[config.mk]
export PLATFORM = sky130hd
export DESIGN_NAME = multicycle_sequencer
export DESIGN_NICKNAME = d
export VERILOG_FILES = /design/src/rtl/multicycle_sequencer.sv
export SDC_FILE = /design/constraint.sdc
export NUM_CORES = 1
export LEC_CHECK = 0
export ABC_AREA = 1
export BUFFER_PORTS_ARGS = -buffer_cell sky130_fd_sc_hd__buf_2
export CORE_ASPECT_RATIO = 0.5
export CORE_UTILIZATION = 45
export DETAILED_ROUTE_END_ITERATION = 10
export GPL_TIMING_DRIVEN = 0
export PLACE_DENSITY = 0.65
export SYNTH_ARGS = -nofsm -noshare
export SYNTH_HDL_FRONTEND = slang
export SYNTH_SLANG_ARGS = --single-unit
[constraint.sdc]
create_clock -name clk -period 4.45 [get_ports clk]
set_input_delay 0.89 -clock clk [delete_from_list [all_inputs] [get_ports clk]]
set_output_delay 0.89 -clock clk [all_outputs]
set_load 0.005 [all_outputs]
[src/rtl/multicycle_sequencer.sv]
// -----------------------------------------------------------------------------
// multicycle_sequencer
//
// Control sequencer for a simple multicycle CPU. It walks each instruction
// through FETCH -> DECODE -> EXEC -> (MEM) -> (WB), generating the instruction
// register load, the data-memory request and the phase-gated register-file
// write. It also maintains the program counter and a retired-instruction
// counter. A data-memory access that is never acknowledged within TMO cycles
// stops the machine in HALTED with the error flag set.
//
// Parameters
//   PCW  program counter width
//   TMO  data-memory wait timeout, in cycles spent in MEM without mem_ready
//
// Ports
//   clk         clock, all state updates on the rising edge
//   rst_n       asynchronous active-low reset
//   start       begin execution at PC 0 (sampled only in IDLE and HALTED)
//   halt        decoded halt instruction (valid in DECODE)
//   branch      decoded conditional branch (valid DECODE .. next FETCH)
//   jump        decoded unconditional jump (valid DECODE .. next FETCH)
//   zero        ALU zero flag (valid in EXEC)
//   target      branch/jump target address (valid in EXEC)
//   mem_read    decoded load
//   mem_write   decoded store
//   reg_write   decoded register-file write request
//   mem_ready   data-memory acknowledge (ignored outside MEM)
//   pc          current instruction address
//   ir_en       instruction register load enable (FETCH only)
//   mem_req     data-memory request (MEM only)
//   rf_we       register-file write enable (WB only, when reg_write is set)
//   busy        executing (FETCH .. WB)
//   done        halted
//   error       a memory timeout stopped the machine
//   inst_count  retired-instruction count, saturating
//   state       FSM state code, for debug
// -----------------------------------------------------------------------------
module multicycle_sequencer #(
  parameter int PCW = 10,
  parameter int TMO = 255
) (
  input  logic           clk,
  input  logic           rst_n,
  input  logic           start,
  input  logic           halt,
  input  logic           branch,
  input  logic           jump,
  input  logic           zero,
  input  logic [PCW-1:0] target,
  input  logic           mem_read,
  input  logic           mem_write,
  input  logic           reg_write,
  input  logic           mem_ready,
  output logic [PCW-1:0] pc,
  output logic           ir_en,
  output logic           mem_req,
  output logic           rf_we,
  output logic           busy,
  output logic           done,
  output logic           error,
  output logic [15:0]    inst_count,
  output logic [2:0]     state
);

  localparam logic [2:0] S_IDLE   = 3'd0;
  localparam logic [2:0] S_FETCH  = 3'd1;
  localparam logic [2:0] S_DECODE = 3'd2;
  localparam logic [2:0] S_EXEC   = 3'd3;
  localparam logic [2:0] S_MEM    = 3'd4;
  localparam logic [2:0] S_WB     = 3'd5;
  localparam logic [2:0] S_HALTED = 3'd6;

  // Wait counter must be able to hold TMO itself.
  localparam int WW = (TMO < 2) ? 1 : $clog2(TMO + 1);

  localparam logic [WW-1:0]  WAIT_LAST = WW'(TMO - 1);
  localparam logic [WW-1:0]  WAIT_ONE  = WW'(1);
  localparam logic [PCW-1:0] PC_ONE    = PCW'(1);
  localparam logic [15:0]    CNT_MAX   = 16'hFFFF;
  localparam logic [15:0]    CNT_ONE   = 16'd1;

  logic [2:0]     state_reg,  state_next;
  logic [PCW-1:0] pc_reg,     pc_next;
  logic [15:0]    count_reg,  count_next;
  logic [WW-1:0]  wait_reg,   wait_next;
  logic           error_reg,  error_next;
  logic           take_reg,   take_next;
  logic [PCW-1:0] target_reg, target_next;

  logic           advance;     // leaving EXEC/MEM/WB for FETCH
  logic           retire;      // one instruction retired this cycle
  logic           take_now;    // branch/jump decision as evaluated in EXEC
  logic           take_eff;
  logic [PCW-1:0] target_eff;

  assign take_now = jump | (branch & zero);

  // Zero and target are only guaranteed during EXEC, so the redirect decision
  // is captured there and reused when the instruction finishes in MEM or WB.
  assign take_eff   = (state_reg == S_EXEC) ? take_now : take_reg;
  assign target_eff = (state_reg == S_EXEC) ? target   : target_reg;

  always_comb begin
    state_next  = state_reg;
    pc_next     = pc_reg;
    count_next  = count_reg;
    wait_next   = wait_reg;
    error_next  = error_reg;
    take_next   = take_reg;
    target_next = target_reg;
    advance     = 1'b0;
    retire      = 1'b0;

    case (state_reg)
      S_IDLE: begin
        if (start) begin
          state_next = S_FETCH;
          pc_next    = '0;
          count_next = '0;
        end
      end

      S_FETCH: begin
        state_next = S_DECODE;
      end

      S_DECODE: begin
        if (halt) begin
          state_next = S_HALTED;
          retire     = 1'b1;
        end else begin
          state_next = S_EXEC;
        end
      end

      S_EXEC: begin
        take_next   = take_now;
        target_next = target;
        if (mem_read | mem_write) begin
          state_next = S_MEM;
          wait_next  = '0;
        end else if (reg_write) begin
          state_next = S_WB;
        end else begin
          state_next = S_FETCH;
          advance    = 1'b1;
        end
      end

      S_MEM: begin
        // An acknowledge wins even on the final allowed cycle.
        if (mem_ready) begin
          if (mem_read) begin
            state_next = S_WB;
          end else begin
            state_next = S_FETCH;
            advance    = 1'b1;
          end
        end else if (wait_reg == WAIT_LAST) begin
          state_next = S_HALTED;
          error_next = 1'b1;
          wait_next  = wait_reg + WAIT_ONE;
        end else begin
          wait_next  = wait_reg + WAIT_ONE;
        end
      end

      S_WB: begin
        state_next = S_FETCH;
        advance    = 1'b1;
      end

      S_HALTED: begin
        if (start) begin
          state_next = S_FETCH;
          pc_next    = '0;
          count_next = '0;
          error_next = 1'b0;
        end
      end

      default: begin
        state_next = S_IDLE;
      end
    endcase

    if (advance) begin
      pc_next = take_eff ? target_eff : (pc_reg + PC_ONE);
      retire  = 1'b1;
    end

    if (retire && (count_reg != CNT_MAX)) begin
      count_next = count_reg + CNT_ONE;
    end
  end

  always_ff @(posedge clk or negedge rst_n) begin
    if (!rst_n) begin
      state_reg  <= S_IDLE;
      pc_reg     <= '0;
      count_reg  <= '0;
      wait_reg   <= '0;
      error_reg  <= 1'b0;
      take_reg   <= 1'b0;
      target_reg <= '0;
    end else begin
      state_reg  <= state_next;
      pc_reg     <= pc_next;
      count_reg  <= count_next;
      wait_reg   <= wait_next;
      error_reg  <= error_next;
      take_reg   <= take_next;
      target_reg <= target_next;
    end
  end

  // Phase outputs decode directly from the state register so that reset
  // clears them without waiting for a clock edge.
  assign state      = state_reg;
  assign pc         = pc_reg;
  assign inst_count = count_reg;
  assign error      = error_reg;
  assign ir_en      = (state_reg == S_FETCH);
  assign mem_req    = (state_reg == S_MEM);
  assign rf_we      = (state_reg == S_WB) & reg_write;
  assign done       = (state_reg == S_HALTED);
  assign busy       = (state_reg == S_FETCH) || (state_reg == S_DECODE) ||
                      (state_reg == S_EXEC)  || (state_reg == S_MEM)    ||
                      (state_reg == S_WB);

endmodule

==> run summary <==
Initial DRC Count: 126
die height: 59.58 um
syn avg cell area: 7.314 um2
Clock Path Buffers: 2
die area: 6981 um2
fmax: 392.4 MHz
Synth area leader: dfrtp_1
Fill cells: 619
Area Growth Syn to Fin: 17.69%
Post-Route WL: 6.957 mm
Std-Cell Rows: 20
worst setup margin: 1.902 ns
WS Path Type: flop to output pin
DR vias: 2,775
Worst setup SP type: flop
CTS tree: done
DR DRC count: 0
H-Tree Level Count: 2
nets: 495
Starting Density: 0.4789
Seq/Total Area, Yosys: 0.4109
max reg flops: 16
core box area: 6231 um2
GR Overflow Total: 0
arrival time worst endpoint: 1.66 ns
post-DP HPWL: 5.167 mm
IO Pins: 56
Worst-Margin Slew: 1.086 ns
ratio of cells with drive above 1 in the final layout: 0.2081
post-synthesis xor/xnor area fraction: 0.02348
per-cell routed wire length: 12.45 um
worst reg2reg path depth: 8
pre-CTS setup slack: 2.196 ns
CTS clock-pin slew for the worst setup and hold paths: 0.07 ns
Worst EP required: 3.56 ns
Post-Place Cell Area: 3369 um2
Slew HR: 0.2759
number of global-route vias before repair: 2,465
status: complete, no violations
clock latency at the later pin of the worst-skew pair: 0.30 ns
Setup Skew: 0.006682 ns
Final Wtd Congestion: 0.8979
Yosys top cell area share: 0.4109
Fin. Hold Viols: 0
Avg Vias per Cell: 4.964
final hold slack: 0.4886 ns
post-layout instance area: 3512 um2
post-synthesis mux area share: 0
FF-to-FF setup slack: 2.71 ns
synth top area cells: dfrtp_1 (41%), nand2_1 (14%), nand3_1 (10%)
first-pass GRT wire length: 11.45 mm
Mapped Area: 2984 um2
Antenna Nets Post-Route: 0
setup TNS: 0 ns
Peak supply drop: 0.1735 mV
largest net degree at the start of global routing: 50
fin crit share: 0.5726
synthesis-stage register bit count: 49
DRT Pass-1 Iters: 5
ant diodes: 0
P_leak: 1.831 nW
Post-Synthesis Cells: 408
post-CTS sizing: 0
Max-Cap Viols: 0
PD cells: 524.5 nW/um2
synthesis warning total: 0
final number of setup-violating endpoints: 0
total CTS buffers: 5
post-synthesis compound-gate area fraction: 0.06289
syn nets: 433
Die W: 117.2 um
CTS Hold Bufs: 0
Synth Area in Adders: 0.01677
RSZ-0062 raised after global routing: false
fin crit period: 2.548 ns
min-delay worst type: flop to flop
critical path endpoint category: output pin
Post-Synth Simple-Gate Area: 0.4038
Slew Viols, Final: 0
number of setup buffers added after CTS: 0
Hold Path Cell Cnt: 2
port bufs: 55
crit path max fanout: 10
fin util: 0.5637
largest family of logic cells by synthesized area: simple AND/OR/NAND/NOR gates
Root Buffer: clkbuf_16
initial antenna violation count: 0
Sink Count: 49
number of distinct library cells after synthesis: 29
GRT Overall Usage: 0.2187
cells in the mapped netlist:
library cell,n
nand3_1,62
ha_1,4
nand4_1,14
inv_2,5
nand2_1,114
o21bai_1,2
or2_2,7
nand4_4,1
a21oi_1,6
buf_4,2
nand3b_1,3
xnor2_1,3
dfrtp_1,49
nand3_2,2
nor2_1,36
o21ai_0,22
o22ai_1,2
nor3_1,5
xor2_1,5
nor3_4,1
nand3_4,2
nand2_2,4
inv_1,41
o21ai_1,4
buf_6,3
nand2_4,2
nor2_2,2
clkbuf_1,1
buf_2,4
cell type report:
class	instances	area, um2	share of cell area
Multi-Input combinational cell	303	1513	0.4307
Sequential cell	49	1226	0.3491
Timing Repair Buffer	55	275.3	0.07838
Inverter	46	172.7	0.04916
Clock buffer	5	125.1	0.03563
Tap cell	88	110.1	0.03135
Buffer	10	72.57	0.02066
Clock inverter	3	17.52	0.004988
where the power goes:
part / total [mW] / switching, mW / leakage [nW] / internal, mW
Clock: 0.377 / 0.170 / 0.0696 / 0.206
Combinational: 0.788 / 0.489 / 1.12 / 0.299
Sequential: 0.677 / 0.102 / 0.642 / 0.575
Total: 1.84 / 0.761 / 1.83 / 1.08
per-stage QoR:
step | cells | power, mW
after detailed placement | 551 | 1.474
final | 559 | 1.842
after floorplan | 408 | 1.224
after CTS | 559 | 1.859
after global placement | 551 | 1.463
after global routing | 559 | 2.014
logic make-up after synthesis:
group,Yosys count
simple gates,255
compound gates,36
xor+xnor,8
flops,49
fa+ha+maj,4
buf+inv,56
final timing paths:
path / from / to
setup / recovery: state[2] / busy
hold / removal: target_reg[2] / target_reg[2]
max in group asynchronous: rst_n / inst_count[1]
min in group asynchronous: rst_n / inst_count[11]
setup reg to reg: state[2] / pc[7]
hold reg to reg: target_reg[2] / target_reg[2]
worst max-delay path: stages, from the launching register on:
cell	delay, ns
dfrtp_1	0.36
buf_6	0.14
inv_1	0.08
nand3_2	0.11
clkbuf_1	0.35
nand4_1	0.17
buf_2	0.16
per-layer routing:
metal / vias up / part of all wire / GRT usage
met5: - / 0 / 0
met4: 0 / 0.0098 / 0.05967
met3: 8 / 0.049 / 0.04908
met2: 65 / 0.40 / 0.3269
met1: 1246 / 0.54 / 0.3189
li1: 1456 / - / -
layout by cell type (no fill, tap or decap):
master / Yosys / final
xnor2_1: 3 / 3
nand2_2: 4 / 4
nand3_1: 62 / 62
o22ai_1: 2 / 2
o21ai_0: 22 / 22
inv_2: 5 / 5
clkbuf_16: 0 / 5
nand2_4: 2 / 2
nand4_1: 14 / 14
ha_1: 4 / 4
or2_2: 7 / 7
clkbuf_1: 1 / 1
nand2_1: 114 / 114
a21oi_1: 6 / 6
clkinvlp_4: 0 / 1
nor3_1: 5 / 5
nor2_2: 2 / 2
nand3_4: 2 / 2
xor2_1: 5 / 5
clkinv_2: 0 / 2
o21bai_1: 2 / 2
buf_4: 2 / 2
nand4_4: 1 / 1
inv_1: 41 / 41
nand3_2: 2 / 2
nor2_1: 36 / 36
nand3b_1: 3 / 3
nor3_4: 1 / 1
o21ai_1: 4 / 4
dfrtp_1: 49 / 49
buf_2: 4 / 59
buf_6: 3 / 3
Note: power is estimated with default switching activity, not from simulation.
